[src/rtl/iter_shl_unit.sv]
// Iterative left shifter: ans = a << b, one bit per cycle, with signed-overflow detection.
// Start/busy/done handshake; operands are captured on the accepted start only.
module iter_shl_unit #(
    parameter int WIDTH = 4,
    parameter int SHW   = 4
) (
    input  logic             clk,
    input  logic             reset,
    input  logic             start,
    input  logic [WIDTH-1:0] a,
    input  logic [SHW-1:0]   b,
    output logic             busy,
    output logic             done,
    output logic [WIDTH-1:0] ans,
    output logic             ovf
);

    typedef enum logic [1:0] {S_IDLE, S_SHIFT, S_DONE} state_t;

    state_t           state;
    logic [WIDTH-1:0] acc;
    logic [SHW-1:0]   cnt;

    always_ff @(posedge clk) begin
        if (!reset) begin
            state <= S_IDLE;
            acc   <= '0;
            cnt   <= '0;
            ovf   <= 1'b0;
        end else begin
            case (state)
                S_IDLE: begin
                    if (start) begin
                        acc <= a;
                        ovf <= 1'b0;
                        cnt <= b;
                        state <= (b == '0) ? S_DONE : S_SHIFT;
                    end
                end
                S_SHIFT: begin
                    // sign bit changes on this step -> result no longer equals a*2^b
                    ovf <= ovf | (acc[WIDTH-1] ^ acc[WIDTH-2]);
                    acc <= {acc[WIDTH-2:0], 1'b0};
                    cnt <= cnt - SHW'(1);
                    if (cnt == SHW'(1))
                        state <= S_DONE;
                end
                S_DONE:  state <= S_IDLE;
                default: state <= S_IDLE;
            endcase
        end
    end

    assign busy = (state != S_IDLE);
    assign done = (state == S_DONE);
    assign ans  = acc;

endmodule

[config.mk]
export PLATFORM = sky130hd
export DESIGN_NAME = iter_shl_unit
export DESIGN_NICKNAME = d
export VERILOG_FILES = /design/src/rtl/iter_shl_unit.sv
export SDC_FILE = /design/constraint.sdc
export NUM_CORES = 1
export LEC_CHECK = 0
export BUFFER_PORTS_ARGS = -buffer_cell sky130_fd_sc_hd__buf_4
export CORE_UTILIZATION = 30
export DETAILED_ROUTE_END_ITERATION = 10
export PLACE_DENSITY = 0.53
export SYNTH_ARGS = -nofsm -noshare
export SYNTH_HDL_FRONTEND = slang
export SYNTH_SLANG_ARGS = --single-unit
[constraint.sdc]
create_clock -name clk -period 2 [get_ports clk]
set_clock_uncertainty 0.15 [all_clocks]
set_input_delay 0.2 -clock clk [delete_from_list [all_inputs] [get_ports clk]]
set_output_delay 0.2 -clock clk [all_outputs]
set_load 0.005 [all_outputs]
* Word level (Yosys, flattened, before mapping)
Index checks and enable logic that the tools add are counted.
Storage, ports and cells: flip-flop bits (word level) 11, output and inout port bits 7
Cells by class: add/sub/neg operators 1, equal/unequal tests 5, mux-type cells 10, bitwise logic cells 2, reduce and logical (&&, ||, !) cells 6
Operators by type and width (count):
- $pmux W4 S2 | 2
- $mux W4 | 2
- $mux W2 | 3
- $eq A4 B1 Y1 const B | 1
- $logic_not A4 Y1 | 1
- $ne A2 B2 Y1 const B | 2
- $pmux W2 S2 | 1
- $reduce_and A2 Y1 | 2
- $reduce_bool A2 Y1 | 2
- $sub A4 B1 Y4 const B | 1
- $eq A2 B1 Y1 const B | 1
- $eq A2 B2 Y1 const B | 1
- $logic_not A2 Y1 | 1
- $pmux W1 S2 | 1
- $mux W1 | 1
- $or A1 B1 Y1 | 1
- $xor A1 B1 Y1 | 1

* Logic depth before layout (Yosys ltp)
word-level depth 4, depth in mapped cells 5, gate-level depth less buffers 5

* Least setup slack after synthesis
OpenSTA, ideal clock, no wires.
path type flip-flop to flip-flop, from reg cnt[0], to reg cnt[1], library setup time 0.086 ns, arrival time 1.114 ns, data required time 1.764 ns, setup slack 0.650 ns, cell stages (with the launch flop) 6, path buffers 0, clock period less this slack 1.350 ns, path through dfxtp_1 inv_1 ha_1 nor3b_1 a21oi_1 a211oi_1
On the way: cells in the longest elaborated chain, start to end 2
Ends and longest elaborated chain:
- start, declared | RTL line 22 | logic [SHW-1:0] cnt;
- start signal, assigned | RTL line 44 | cnt <= cnt - SHW'(1);
- $sub A4 B1 Y4 | RTL line 44
- $pmux W4 S2 | RTL line 31 | case (state)
No other way between the ends. A chain may end at the register's enable or synchronous reset.

* Worst setup path after layout
Same ends and word-level chain as after synthesis.

==> flow_summary.yaml <==
final_layout:
  drive_above_1_share: 0.2907
  final_cells: 111
  num_antenna_cells: 0
  nets: 100
  area_growth_pct: 28.09
clock_tree:
  cts_tree: "yes"
  cts_buffers: 3
  post_cts_buffers: 0
  cts.path.max_buffers: 2
  clk_pin_slew_ns: 0.07
  htreeDepth: 1
  clockRootBuffer: "clkbuf_4"
  clock-sinks: 11
  clkLatencyLatePin_ns: 0.26
synthesis:
  synthXorXnorAreaFrac: 0.01489
  synth_commonest_cells: "dfxtp_1 (11), nor2_1 (8), nand2_1 (7)"
  ys_seq_area_frac: 0.3745
  ys_types: 30
  ys_async_sr_fraction: 0
  netlist_area_um2: 588.1
  syn-num-nets: 80
  synthCells: 67
  yosysTopAreaCellShare: 0.3745
  synth_area_leaders: "dfxtp_1 (37%), a21oi_1 (5.1%), nor2_1 (5.1%), nand2_1 (4.5%), a311oi_1 (4.5%)"
  synth_edf_count: 0
  synth_mux_area_frac: 0
  synth_most_common_cell: "dfxtp_1"
  synth_fa_ha_area_frac: 0.04255
  yosys.area.top_type: "dfxtp_1"
  ys_ff_latch: 11
  synth_compound_area_frac: 0.2362
  synth_top_family_by_area: "simple AND/OR/NAND/NOR gates"
  ys.flop_type: "dfxtp_1"
  synth_area_per_cell_um2: 8.777
  ys_warn_count: 0
  yosys.area_share.simple: 0.2617
critical_path:
  cp-end-kind: "flip-flop"
  cpPeakStageDelay_ns: 0.42
  criticalPathCategory: "flip-flop to flip-flop"
  cp_max_fo: 6
  crit_path_top_delay_cell: "dfxtp_1"
  start_kind: "flip-flop"
  crit_required_ns: 2.02
  crit_arrival_ns: 1.53
  path_cells: "inv_1 > ha_1 > nor3b_1 > a21oi_1 > a211oi_1"
sta:
  period_share: 0.7541
  rsz0062_at_grt: "no"
  fmax_mhz: 663.0
  maxSlewHeadroom: 0.7467
  setup_tns_ns: 0
  layout_setup_ws_ns: 0.4917
  period_needed_ns: 1.508
  setup_viol: 0
  worst_pin_slew_ns: 0.3765
  drv_slew: 0
  hold_violations: 0
power:
  finalPower_mw: 0.5956
  switching_share: 0.3057
  leakagePower_nw: 0.3191
  p_switching_mw: 0.1821
  power.density_mw_per_mm2: 790.8
  p_int_mw: 0.4136
  combPwrFrac: 0.284
  ir_drop_uv: 257.2
  clkPwrFrac: 0.252
  pwr-share-seq: 0.464
placed_design:
  gp_congestion: 0.7087
  dpl.cell_count: 106
  io_buffers: 17
  dp_slack_ns: 0.5497
  dp.final_hpwl_um: 947.2
global_routing:
  grt_pass1_vias: 479
  grt_overflow: 0
  grt_max_degree: 11
  antenna_found_initial: 0
  track_usage: 0.1440
  grt_pass1_wl_um: 2139
route:
  drt-vias-per-instance: 5.018
  drt_iter0_markers: 5
  finalWirelength_um: 1308
  drt_first_pass_iters: 4
  postRouteAntennaNets: 0
  drc: 0
  via_count: 557
  detail_route.wl_per_cell_um: 11.78
worst_hold_path:
  hold_class: "input pin to flip-flop"
run:
  cap_violations: 0
status:
  status: "finished, final reports clean"
floorplanning:
  top_level_ports: 18
  die_w_um: 46.28
  coreArea_mm2: 0.001783
  die_y_um: 46.28
  initial_core_util: 0.3298
  rows: 15
  dieArea_mm2: 0.002141
registers in the layout, indices dropped and copies added, names as in the netlist:
signal / count
ans: 4
cnt: 4
state: 2
ovf: 1
logic make-up (layout without fill, tap and decap cells):
kind of cell    Yosys count  after routing
compound gates           19             19
simple gates             28             28
xor+xnor                  1              1
fa+ha+maj                 2              2
flops                    11             11
buf+inv                   6             25
path summary, 6_finish.rpt:
kind / startpoint / to / slack (ns) / depth (start not counted)
max: cnt[0] / cnt[1] / 0.49 / 5
min: a[0] / ans[0] / 0.04 / 3
max reg2reg: cnt[0] / cnt[1] / 0.49 / 5
min reg2reg: ans[0] / ans[1] / 0.34 / 2
per-layer routing:
layer,GRT usage,part of all wire
met1,0.1963,0.51
met2,0.2085,0.43
met3,0.02353,0.041
met4,0.08824,0.022
met5,0,0
cell usage in the layout, fill, tap and decap left out:
master	n
buf_4	17
dfxtp_1	11
nor2_1	8
nand2_1	7
a21oi_1	6
a311oi_1	3
a211oi_1	3
clkbuf_4	3
inv_1	2
nand2b_1	2
nor4_1	2
ha_1	2
or2_2	1
nor2b_1	1
or3b_4	1
o21a_1	1
o21ba_1	1
and2b_4	1
clkinv_1	1
xor2_1	1
a22oi_2	1
nor3b_2	1
a32oi_1	1
or3_1	1
o211ai_1	1
nand3b_1	1
nand3_1	1
a2bb2oi_1	1
nor3b_1	1
o21ai_1	1
clkbuf_1	1
dlygate4sd3_1	1
final cells by class:
cell class / instances / area (µm²)
Clock buffer: 4 / 26.28
Inverter: 3 / 11.26
Sequential cell: 11 / 220.2
Timing Repair Buffer: 18 / 137.6
Fill cell: 192 / 1030
Multi-Input combinational cell: 50 / 326.6
Tap cell: 25 / 31.28
power groups by stage:
stage,Sequential (mW),Combinational (mW),Clock (mW)
2_1_floorplan,0.270,0.125,0
3_3_place_gp,0.281,0.166,0
3_5_place_dp,0.282,0.165,0
4_1_cts,0.276,0.169,0.156
5_1_grt,0.282,0.193,0.165
6_report,0.276,0.169,0.150
stage by stage:
| step | hold slack, ns | utilization | area, µm² |
|---|---|---|---|
| 2_1_floorplan | 0.1675 | - | 588.1 |
| 3_3_place_gp | 0.2830 | 0.4021 | 716.9 |
| 3_5_place_dp | 0.2691 | 0.4021 | 716.9 |
| 4_1_cts | 0.001653 | 0.4168 | 743.2 |
| 5_1_grt | 0.04494 | 0.4225 | 753.2 |
| 6_report | 0.04055 | 0.4225 | 753.2 |
worst max-delay path: cells and delay by family, from the launching register on:
family          cells  cell delay (ns)
compound gates      2             0.30
simple gates        1             0.17
buf+inv             1             0.08
flops               1             0.42
fa+ha+maj           1             0.30
repair_timing:
action / CTS / global route
hold endpoints to repair: 0 / 1
hold buffers: 0 / 1
resized for setup: 0 / 0
(Power assumes the default switching activity.)
